**src/rtl/tile_coord_loader.sv**
```systemverilog
// Parses an ASCII "x,y\n" byte stream into binary coordinate pairs and writes them to the X/Y memories.
// Optional running sum of committed x+y values on the checksum port when TILE_LOADER_CHECKSUM_EN is defined.
module tile_coord_loader #(
   parameter int unsigned DATA_WIDTH   = 64,
   parameter int unsigned MAX_ELEMENTS = 496,
   parameter int unsigned ADDR_WIDTH   = 16
) (
   input  logic                  clk,
   input  logic                  rst,
   input  logic                  start,
   input  logic                  in_valid,
   output logic                  in_ready,
   input  logic [7:0]            in_data,
   input  logic                  in_last,
   output logic                  wr_en,
   output logic [ADDR_WIDTH-1:0] wr_addr,
   output logic [DATA_WIDTH-1:0] wr_x,
   output logic [DATA_WIDTH-1:0] wr_y,
   output logic [ADDR_WIDTH-1:0] count,
   output logic                  done,
   output logic                  error
`ifdef TILE_LOADER_CHECKSUM_EN
   ,
   output logic [63:0]           checksum
`endif
);

   localparam int unsigned EXT_W = DATA_WIDTH + 4;

   typedef enum logic [2:0] {IDLE, PARSE_X, PARSE_Y, DONE, ERR} state_t;

   state_t                state;
   logic [DATA_WIDTH-1:0] acc_x;
   logic [DATA_WIDTH-1:0] acc_y;
   logic                  seen_x;
   logic                  seen_y;

   logic                  accept_c;
   logic                  is_digit_c;
   logic                  is_ws_c;
   logic                  full_c;
   logic [3:0]            digit_c;
   logic [EXT_W-1:0]      mac_c;
   logic                  mac_ovf_c;
   logic [DATA_WIDTH-1:0] mac_val_c;

   // Decimal accumulate with 4 spare bits so any overflow past DATA_WIDTH is visible
   assign accept_c   = in_valid && in_ready;
   assign is_digit_c = (in_data >= 8'h30) && (in_data <= 8'h39);
   assign is_ws_c    = (in_data == 8'h0d) || (in_data == 8'h20);
   assign digit_c    = 4'(in_data - 8'h30);
   assign mac_c      = EXT_W'((state == PARSE_Y) ? acc_y : acc_x) * EXT_W'(10) + EXT_W'(digit_c);
   assign mac_ovf_c  = |mac_c[EXT_W-1:DATA_WIDTH];
   assign mac_val_c  = mac_c[DATA_WIDTH-1:0];
   assign full_c     = (count == ADDR_WIDTH'(MAX_ELEMENTS));

   logic                  ld_x_c;
   logic                  ld_y_c;
   logic                  to_y_c;
   logic                  commit_c;
   logic [DATA_WIDTH-1:0] commit_y_c;
   logic                  line_end_c;
   logic                  to_done_c;
   logic                  to_err_c;

   // Per-byte decode: what the accepted byte does to accumulators, commit and state
   always_comb begin
      ld_x_c     = 1'b0;
      ld_y_c     = 1'b0;
      to_y_c     = 1'b0;
      commit_c   = 1'b0;
      commit_y_c = acc_y;
      line_end_c = 1'b0;
      to_done_c  = 1'b0;
      to_err_c   = 1'b0;
      if (accept_c) begin
         if (state == PARSE_X) begin
            if (is_digit_c) begin
               if (mac_ovf_c || in_last) to_err_c = 1'b1;
               else                      ld_x_c   = 1'b1;
            end else if (in_data == 8'h2c) begin
               if (!seen_x || in_last) to_err_c = 1'b1;
               else                    to_y_c   = 1'b1;
            end else if (is_ws_c || (in_data == 8'h0a && !seen_x)) begin
               if (in_last) begin
                  if (seen_x) to_err_c  = 1'b1;
                  else        to_done_c = 1'b1;
               end
            end else begin
               to_err_c = 1'b1;
            end
         end else if (state == PARSE_Y) begin
            if (is_digit_c) begin
               if (mac_ovf_c) begin
                  to_err_c = 1'b1;
               end else begin
                  ld_y_c = 1'b1;
                  if (in_last) begin
                     commit_c   = 1'b1;
                     commit_y_c = mac_val_c;
                     to_done_c  = 1'b1;
                  end
               end
            end else if (in_data == 8'h0a) begin
               if (!seen_y) begin
                  to_err_c = 1'b1;
               end else begin
                  commit_c   = 1'b1;
                  line_end_c = 1'b1;
                  to_done_c  = in_last;
               end
            end else if (is_ws_c) begin
               if (in_last) begin
                  if (seen_y) begin
                     commit_c  = 1'b1;
                     to_done_c = 1'b1;
                  end else begin
                     to_err_c = 1'b1;
                  end
               end
            end else begin
               to_err_c = 1'b1;
            end
         end
         // A full memory turns the commit into a capacity fault with no write
         if (commit_c && full_c) begin
            commit_c  = 1'b0;
            to_done_c = 1'b0;
            to_err_c  = 1'b1;
         end
      end
   end

   always_ff @(posedge clk) begin
      if (rst) begin
         state    <= IDLE;
         in_ready <= 1'b0;
         wr_en    <= 1'b0;
         wr_addr  <= '0;
         wr_x     <= '0;
         wr_y     <= '0;
         count    <= '0;
         done     <= 1'b0;
         error    <= 1'b0;
         acc_x    <= '0;
         acc_y    <= '0;
         seen_x   <= 1'b0;
         seen_y   <= 1'b0;
`ifdef TILE_LOADER_CHECKSUM_EN
         checksum <= '0;
`endif
      end else begin
         wr_en <= 1'b0;
         case (state)
            IDLE: begin
               if (start) begin
                  state    <= PARSE_X;
                  in_ready <= 1'b1;
                  count    <= '0;
                  done     <= 1'b0;
                  error    <= 1'b0;
                  acc_x    <= '0;
                  acc_y    <= '0;
                  seen_x   <= 1'b0;
                  seen_y   <= 1'b0;
`ifdef TILE_LOADER_CHECKSUM_EN
                  checksum <= '0;
`endif
               end
            end
            PARSE_X, PARSE_Y: begin
               if (ld_x_c) begin
                  acc_x  <= mac_val_c;
                  seen_x <= 1'b1;
               end
               if (ld_y_c) begin
                  acc_y  <= mac_val_c;
                  seen_y <= 1'b1;
               end
               if (to_y_c) state <= PARSE_Y;
               if (commit_c) begin
                  wr_en   <= 1'b1;
                  wr_addr <= count;
                  wr_x    <= acc_x;
                  wr_y    <= commit_y_c;
                  count   <= count + ADDR_WIDTH'(1);
`ifdef TILE_LOADER_CHECKSUM_EN
                  checksum <= checksum + 64'(acc_x) + 64'(commit_y_c);
`endif
               end
               if (line_end_c) begin
                  state  <= PARSE_X;
                  acc_x  <= '0;
                  acc_y  <= '0;
                  seen_x <= 1'b0;
                  seen_y <= 1'b0;
               end
               if (to_err_c) begin
                  state    <= ERR;
                  error    <= 1'b1;
                  in_ready <= 1'b0;
               end else if (to_done_c) begin
                  state    <= DONE;
                  done     <= 1'b1;
                  in_ready <= 1'b0;
               end
            end
            DONE, ERR: begin
               if (!start) state <= IDLE;
            end
            default: state <= IDLE;
         endcase
      end
   end

endmodule
```
**config.mk**
```make
export PLATFORM = sky130hd
export DESIGN_NAME = tile_coord_loader
export DESIGN_NICKNAME = d
export VERILOG_FILES = /design/src/rtl/tile_coord_loader.sv
export SDC_FILE = /design/constraint.sdc
export NUM_CORES = 1
export LEC_CHECK = 0
export BUFFER_PORTS_ARGS = -buffer_cell sky130_fd_sc_hd__clkbuf_2
export CORE_AREA = 2 2 266 268
export CTS_BUF_LIST = sky130_fd_sc_hd__clkbuf_8
export CTS_CLUSTER_DIAMETER = 40
export DETAILED_ROUTE_END_ITERATION = 10
export DIE_AREA = 0 0 268 270
export PLACE_DENSITY = 0.56
export SLEW_MARGIN = 20
export SYNTH_ARGS = -nofsm -noshare
export SYNTH_HDL_FRONTEND = slang
export SYNTH_SLANG_ARGS = --single-unit
export TNS_END_PERCENT = 100
```
**constraint.sdc**
```tcl
create_clock -name clk -period 7.5 [get_ports clk]
set_clock_uncertainty 0.1 [all_clocks]
set_input_delay 0.375 -clock clk [delete_from_list [all_inputs] [get_ports clk]]
set_output_delay 0.375 -clock clk [all_outputs]
set_load 0.05 [all_outputs]
```
==> results of run 1 <==
[cell usage after synthesis, types with 17 or more instances]
cell	count	area share (%)
a211oi_1	21	0.76
a21o_1	17	0.62
a21oi_1	367	8.9
and2_1	20	0.61
and3_1	24	0.73
buf_1	57	1.0
buf_2	49	1.2
clkbuf_1	155	2.8
dfxtp_1	297	29
ha_1	81	4.9
inv_1	27	0.49
mux2_2	27	1.5
mux2i_1	25	1.2
nand2_1	564	10
nand2b_1	37	1.1
nand3_1	199	4.8
nand4_1	55	1.7
nor2_1	160	2.9
nor3_1	39	0.95
o211ai_1	52	1.9
o21ai_0	154	3.7
o21ai_1	17	0.41
or3_1	31	0.94
xnor2_1	112	4.8
xor2_1	86	3.6
[state kept, by name, indices dropped and copies added, names as in the netlist]
name,cells
count,16
error,1
acc_y,64
done,1
seen_y,1
wr_x,64
acc_x,64
wr_en,1
in_ready,1
wr_y,64
state,3
wr_addr,16
seen_x,1
[cell usage in the layout (no fill, tap or decap), types with 9 or more instances in the layout]
cell type and instances:
o21a_1 11, nand3_1 199, and3_1 24, mux2_2 27, a21oi_1 366, or3_1 30, nand3b_1 12, nor2b_1 10
a31oi_1 15, a211oi_1 21, o211ai_1 52, clkbuf_8 68, nor4_1 13, nand4_1 55, clkinv_4 9, nand2b_1 37
ha_1 81, buf_12 11, a21o_1 17, nand2_1 563, nor2_1 159, o21ai_1 16, buf_4 61, o21bai_1 9
and2_1 19, dfxtp_1 297, inv_1 37, mux2i_1 24, nor3_1 39, xnor2_1 111, clkbuf_2 175, o21ai_0 154
xor2_1 86
[final cells by class]
class	count	area, um2
timing repair buffer	252	1630
sequential	297	5950
clock inverter	38	418
fill	7530	45700
clock buffer	68	936
multi-input combinational	2314	13600
antenna	1	2.50
inverter	27	101
tap	940	1180
[stage by stage]
step                util, %  setup slack (ns)  std cells  cell area, um2  hold slack, ns
floorplan                 -             0.285       2905           20700           0.347
global placement       32.2             0.200       3826           22400           0.338
detailed placement     32.2            0.0752       3826           22400           0.344
CTS                    34.1           0.00759       3934           23700          0.0736
global route           34.3            0.0453       3937           23800           0.101
finish                 34.3             0.419       3937           23800          0.0796
[where the power goes]
| group | internal, mW | switching, mW |
|---|---|---|
| clock | 1.09 | 0.794 |
| combinational | 0.0998 | 0.321 |
| sequential | 1.59 | 0.0134 |
| total | 2.77 | 1.13 |
[cell families (layout without fill, tap and decap cells)]
family	count (synthesis)	count (layout)	share of synthesized area, %
multiplexers	52	52	2.68
AND/OR/NAND/NOR	1228	1228	27.8
flip-flops	297	297	28.8
AO/OA/AOI/OAI	753	753	21.4
XOR/XNOR	198	198	8.40
other	0	1	0
adder cells (fa/ha/maj)	83	83	5.10
buffers and inverters	294	385	5.86
[layer usage]
layer	vias up	wire (um)	GRT usage, %
met4	0	1940	6.00
met2	567	32800	30.7
met1	9768	31700	24.8
met5	-	0	0
met3	125	4480	4.38
li1	10300	-	-
[timing repair]
item / CTS / global route
hold buffers: 2 / 0
setup buffers: 0 / 2
endpoints found under the setup margin: 0 / 289
gates resized for setup: 0 / 16
endpoints found under the hold margin: 4 / 0
[worst min path at each step]
stage	end	startpoint	slack, ns	cells past startpoint
6_report	acc_y[63]	rst	0.08	2
3_5_place_dp	wr_addr[13]	wr_addr[13]	0.34	2
5_1_grt	acc_x[63]	rst	0.10	2
3_3_place_gp	wr_y[15]	wr_y[15]	0.34	2
4_1_cts	acc_y[63]	rst	0.07	2
2_1_floorplan	wr_x[0]	acc_x[0]	0.35	2
==> reports/results.ini, run 1 <==
[floorplanning]
die_w_um=268
die_y_um=270
start_util_pct=29.7
die_area_mm2=0.0724
io_pins=177
core_mm2=0.0695
fp-row-count=97

[sta]
fmax_mhz=141
worst_pin_slew_ns=0.968
setup_tns_ns=0
setup_violations=0
period_minus_slack_ns=7.08
slew_viol_final=0
fin_crit_sh_pct=94.4
rsz0062_at_grt=no
hold_violations=0
slew_headroom_pct=35.5

[grt]
grt_usage_pct=19.0
antenna_found_initial=1
grt_pass1_vias=19500
overflow=0
grt_pass1_wl_um=111000
grt_max_degree=155

[route]
routed_wl_um=70900
dr.pass1.iters=5
ant_nets=0
via_per_inst=5.27
drt_iter0_drc=1764
wl_per_cell_um=18.0
route.vias.total=20800
drc=0

[clocking]
clkSinkCount=297
clock_path_buffers=3
clkLatencyLatePin_ns=0.68
clk_pin_slew_ns=0.05
root_buffer=clkbuf_8
htree_levels=2
tritoncts=yes
cts_inserted_buffers=61

[yosys]
seq_area_frac_synth_pct=28.8
yosysWarningCount=0
synthFlopType=dfxtp_1
ys_ff_latch=297
postSynthAreaPerCell_um2=7.11
async_flop_share_pct=0
yosysUniqueCellTypes=82
syn_inst=2905
synth-edff-count=0
netlist_area_mm2=0.0207
syn_nets=3001

[critical_path]
worstSetupEndpoint=acc_y[39]
r2r_slack_ns=0.42
crit_arrival_ns=7.46
crit_required_ns=7.88
cp_top_family=simple AND/OR/NAND/NOR gates
r2r_start=state[0]
crit_start=state[0]
r2r-end=acc_y[39]
cp.depth=22
crit_chain=nor2_2 > and2_4 > buf_16 > buf_4 > nand2_1 > o21ai_0 > ha_1 > a21oi_1 > o21ai_0 > or2_2 > o21ai_0 > o211ai_1 > a311oi_1 > and2_1 > nand4_1 > nor3_1 > nand4_1 > xnor2_1 > or4_2 > buf_4 > nand3_1 > a21oi_1
cpMostUsedCell=o21ai_0
cp_slowest_stage_delay_ns=0.68
crit_path_end_kind=flip-flop
critPathSlowestCell=or4_2
crit_fanout=105
crit_type=flip-flop to flip-flop
path_buf_inv=3
start_kind=flip-flop
rr_worst_depth=22

[power]
vdd_ir_drop_max_v=0.000114
p_leak_nw=8.63
power_density_mw_per_mm2=164
power_mw=3.90

[place]
place.port_buffers=176
dp_hpwl_um=52900
gp_congestion=0.978

[layout]
nNetsFinal=3049
drive_gt1_share_pct=13.7
areaGrowthSynthToFinish_pct=15.4

[job]
maxCapViolCount=0

[worst_hold_path]
hp-class=input port to flip-flop

[outcome]
status=finished clean

Note: power is estimated with default switching activity, not from simulation.
==> inputs of run 2 (changes only) <==
- ABC_AREA: not set -> 1
- CORE_AREA: 2 2 266 268 -> 2 2 272 274
- DIE_AREA: 0 0 268 270 -> 0 0 274 276
==> reports/results.ini, run 2 <==
[grt]
grt_pass1_wl_um=122000
grt_max_degree=110
grt_pass1_vias=21100
grt_usage_pct=20.4
antenna_found_initial=1
overflow=0

[critical_path]
cp_slowest_stage_delay_ns=0.71
cp_top_family=simple AND/OR/NAND/NOR gates
crit_path_end_kind=flip-flop
path_buf_inv=7
crit_type=flip-flop to flip-flop
crit_arrival_ns=7.07
critPathSlowestCell=o21ai_0
crit_fanout=31
crit_required_ns=7.91
start_kind=flip-flop
cpMostUsedCell=nand2_1

[outcome]
status=finished clean

[yosys]
synth.most_common_cell=nand2_1
syn_inst=3611
yosysWarningCount=0
ys_ff_latch=297
async_flop_share_pct=0
postSynthAreaPerCell_um2=6.01
synthTopCellsByArea=dfxtp_1 (27%), nand2_1 (20%), inv_1 (9.4%), nor2_1 (6.9%), a21oi_1 (5.1%)
yosysUniqueCellTypes=48
synthTopCellsByCount=nand2_1 (1137), inv_1 (542), nor2_1 (399), dfxtp_1 (297), a21oi_1 (221)
synth.top_cell.area_share_pct=27.4
seq_area_frac_synth_pct=27.4
synthFlopType=dfxtp_1
synth_area_leader_cell=dfxtp_1
netlist_area_mm2=0.0217
syn_nets=3707
synth-edff-count=0

[layout]
nNetsFinal=3859
final_cell_area_mm2=0.0247
drive_gt1_share_pct=10.8
layout_common_cells=nand2_1 (1136), inv_1 (552), nor2_1 (397), dfxtp_1 (297), a21oi_1 (221)
areaGrowthSynthToFinish_pct=14.0
fillCellCount=8217
layoutNonFillerInstCount=4760
mostFrequentLayoutCell=nand2_1

[clocking]
tritoncts=yes
clkSinkCount=297
cts_setup_buffers=0
cts_inserted_buffers=48
clk_pin_slew_ns=0.07
clkLatencyLatePin_ns=0.60
htree_levels=2
postCtsResizedCells=0
root_buffer=clkbuf_8
clock_path_buffers=3

[place]
dp_hpwl_um=62600
gp_congestion=0.970
dpl_cell_area_mm2=0.0237
place.port_buffers=176
dpl_worst_slack_ns=0.961
dp.cells=4670

[sta]
fmax_mhz=150
slew_viol_final=0
period_minus_slack_ns=6.66
worst_pin_slew_ns=1.06
setup_violations=0
slew_headroom_pct=28.6
hold_violations=0
rsz0062_at_grt=no
fin_crit_sh_pct=88.7
fin_ws_ns=0.844
setup_tns_ns=0

[route]
drc=0
ant_nets=0
wl_per_cell_um=16.6
dr.pass1.iters=6
drt_iter0_drc=1834
via_per_inst=4.78
route.vias.total=22800
routed_wl_um=78900

[floorplanning]
start_util_pct=29.9
die_y_um=276
io_pins=177
core_mm2=0.0726
fp-row-count=99
die_w_um=274
die_area_mm2=0.0756

[power]
power_density_mw_per_mm2=416
p_leak_nw=11.9
vdd_ir_drop_max_v=0.000247

[worst_hold_path]
hp-class=input port to flip-flop

[job]
maxCapViolCount=0

==> run 2: cell count changes in the layout (fill, tap and decap cells not counted), moves of 35 or more <==
cell	previous run	this run
nand3_1	199	125
xnor2_1	111	21
o21ai_0	154	216
a211oi_2	0	38
a21oi_1	366	221
nor2_1	159	397
inv_1	37	552
nand2_1	563	1136
a31oi_1	15	50
nand2b_1	37	0
o211ai_1	52	1
==> run 2: layer usage <==
metal | vias up | GRT usage, % | part of all wire (%)
li1 | 11700 | - | -
met3 | 135 | 3.01 | 6.6
met5 | - | 0 | 0
met1 | 10300 | 28.3 | 47
met4 | 0 | 6.61 | 3.2
met2 | 656 | 32.1 | 43
==> run 2: final timing paths <==
| kind | start | endpoint | slack [ns] | depth (start not counted) |
|---|---|---|---|---|
| setup / recovery | state[1] | acc_x[52] | 0.84 | 33 |
| hold / removal | rst | wr_en | 0.25 | 2 |
| setup reg to reg | state[1] | acc_x[52] | 0.84 | 33 |
| hold reg to reg | wr_y[8] | wr_y[8] | 0.35 | 2 |
==> run 2: final cells by class <==
class | count | area, um2 | share of cell area, %
Sequential cell | 297 | 5950 | 24.0
Multi-Input combinational cell | 2630 | 13100 | 52.8
Antenna cell | 1 | 2.50 | 0.0101
Clock buffer | 64 | 881 | 3.56
Tap cell | 959 | 1200 | 4.85
Inverter | 556 | 2100 | 8.47
Timing Repair Buffer | 230 | 1370 | 5.53
Clock inverter | 23 | 188 | 0.758
==> run 2: worst reg2reg max path, delay by kind of cell (launching register included) <==
kind | cells | cell delay (ns)
AO/OA/AOI/OAI | 3 | 1.00
AND/OR/NAND/NOR | 21 | 2.97
adder cells (fa/ha/maj) | 1 | 0.45
XOR/XNOR | 1 | 0.16
flip-flops | 1 | 0.35
buffers and inverters | 7 | 1.56
==> run 2: logic make-up (layout without fill, tap and decap cells) <==
family	count (synthesis)	in the layout	synth area share, %
other	0	1	0
XOR/XNOR	113	113	4.60
flip-flops	297	297	27.4
buffers and inverters	684	873	12.5
adder cells (fa/ha/maj)	83	83	4.86
AO/OA/AOI/OAI	586	586	15.4
AND/OR/NAND/NOR	1848	1848	35.2
==> run 2: what timing repair did <==
action                                  in CTS  in global routing
hold buffers                                 2                  0
hold endpoints to repair                     2                  0
endpoints found under the setup margin       0                  0
==> run 2: metrics by stage <==
stage          util [%]  hold slack (ns)  power (mW)
2_1_floorplan         -            0.345        6.59
6_report           34.1            0.245        10.3
4_1_cts            34.1            0.217        10.3
3_3_place_gp       32.6            0.337        8.66
3_5_place_dp       32.6            0.340        8.66
5_1_grt            34.1            0.250        11.1
==> run 2: report_power, final <==
part / internal (mW) / switching, mW
logic: 1.95 / 4.97
clock network: 0.869 / 0.691
registers: 1.74 / 0.0726
==> inputs of run 3 (changes only) <==
- BUFFER_PORTS_ARGS: -buffer_cell sky130_fd_sc_hd__clkbuf_2 -> not set
- DONT_BUFFER_PORTS: not set -> 1
- PLACE_DENSITY: 0.56 -> 0.54
==> reports/results.ini, run 3 (synthesized netlist as in run 2, its figures left out) <==
[clocking]
root_buffer=clkbuf_8
clock_path_buffers=3
cts_inserted_buffers=46
clkLatencyLatePin_ns=0.60
htree_levels=2
cts_setup_buffers=0
clkSinkCount=297
tritoncts=yes
clk_pin_slew_ns=0.06

[layout]
multiInputGateArea_mm2=0.0131
mostFrequentLayoutCell=nand2_1
fillCellCount=8252
nNetsFinal=3677
layout_common_cells=nand2_1 (1136), inv_1 (555), nor2_1 (397), dfxtp_1 (297), a21oi_1 (221)
final_cell_area_mm2=0.0236
drive_gt1_share_pct=6.01
register_area_mm2=0.00595
areaGrowthSynthToFinish_pct=8.90

[grt]
grt_max_degree=120
grt_pass1_wl_um=120000
grt_usage_pct=20.2
grt_pass1_vias=20200
overflow=0
antenna_found_initial=1

[power]
vdd_ir_drop_max_v=0.000207
power_density_mw_per_mm2=428
power_mw=10.1
p_leak_nw=10.9

[place]
place.port_buffers=0
dpl_cell_area_mm2=0.0227
dp_hpwl_um=61700
gp_congestion=0.967

[route]
route.vias.total=21900
drc=0
ant_nets=0
via_per_inst=4.79
dr.pass1.iters=5
routed_wl_um=78600
drt_iter0_drc=1444
wl_per_cell_um=17.2

[worst_hold_path]
hp-class=input port to flip-flop

[critical_path]
cpMostUsedCell=nand2_1
critPathSlowestCell=inv_4
crit_required_ns=7.91
crit_fanout=51
crit_type=flip-flop to flip-flop
crit_arrival_ns=7.23
cp_slowest_stage_delay_ns=0.48
start_kind=flip-flop
crit_path_end_kind=flip-flop

[floorplanning]
die_area_mm2=0.0756
die_y_um=276
die_w_um=274
start_util_pct=29.9
core_mm2=0.0726
io_pins=177
fp-row-count=99

[sta]
rsz0062_at_grt=no
slew_headroom_pct=35.4
worst_pin_slew_ns=0.969
period_minus_slack_ns=6.81
setup_tns_ns=0
hold_slack_ns=0.135
slew_viol_final=0
fin_crit_sh_pct=90.8
setup_violations=0
hold_violations=0
fmax_mhz=147

[outcome]
status=finished clean

[job]
maxCapViolCount=0

run 3: cell types whose count changed in the layout (fill, tap and decap cells not counted), sizes merged:
cell,delta
inv,+2
clkbuf,-185
buf,-6
bufinv,-3
clkinvlp,+2
dlygate4sd3,+1
run 3: power breakdown:
| part | leakage (nW) | switching [mW] | internal, mW |
|---|---|---|---|
| registers | 2.41 | 0.152 | 1.74 |
| logic | 8.02 | 4.98 | 1.94 |
| clock network | 0.495 | 0.657 | 0.653 |
run 3: metrics by stage:
| stage | worst slack, ns | utilization (%) | instances |
|---|---|---|---|
| after global routing | 0.0830 | 32.6 | 4571 |
| after CTS | 0.699 | 32.6 | 4570 |
| after floorplan | 2.10 | - | 3611 |
| after detailed placement | 0.750 | 31.3 | 4488 |
| final | 0.687 | 32.6 | 4571 |
| after global placement | 0.766 | 31.3 | 4488 |
run 3: routing by layer:
layer,up-vias,track usage (%),wire [um]
met5,-,0,0
met4,0,5.03,1680
met3,92,4.05,5530
met2,507,32.9,35100
met1,10000,27.1,36300
li1,11300,-,-
run 3: cell type report:
type	instances	share of cell area, %
multi-input combinational	2630	55.3
sequential	297	25.2
inverter	556	8.88
tap	959	5.08
clock buffer	54	3.15
timing repair buffer	50	1.97
clock inverter	24	0.471
antenna	1	0.0106
run 3: worst paths after layout:
kind                    from   endpoint  slack, ns  cells after the start
setup / recovery    state[1]  acc_x[18]       0.69                     31
hold reg to reg    acc_y[32]  acc_y[32]       0.37                      2
hold / removal    in_data[1]    wr_y[1]       0.14                      5
setup reg to reg    state[1]  acc_x[18]       0.69                     31
run 3: critical path, delay by kind of cell (launching register included):
kind | cells | cell delay, ns
AND/OR/NAND/NOR | 17 | 2.59
buffers and inverters | 8 | 1.90
adder cells (fa/ha/maj) | 3 | 0.88
AO/OA/AOI/OAI | 2 | 0.58
flip-flops | 1 | 0.34
XOR/XNOR | 1 | 0.25
run 3: what timing repair did:
item	4_1_cts	5_1_grt
resized for setup	0	0
hold buffers	4	0
hold endpoints to repair	129	0
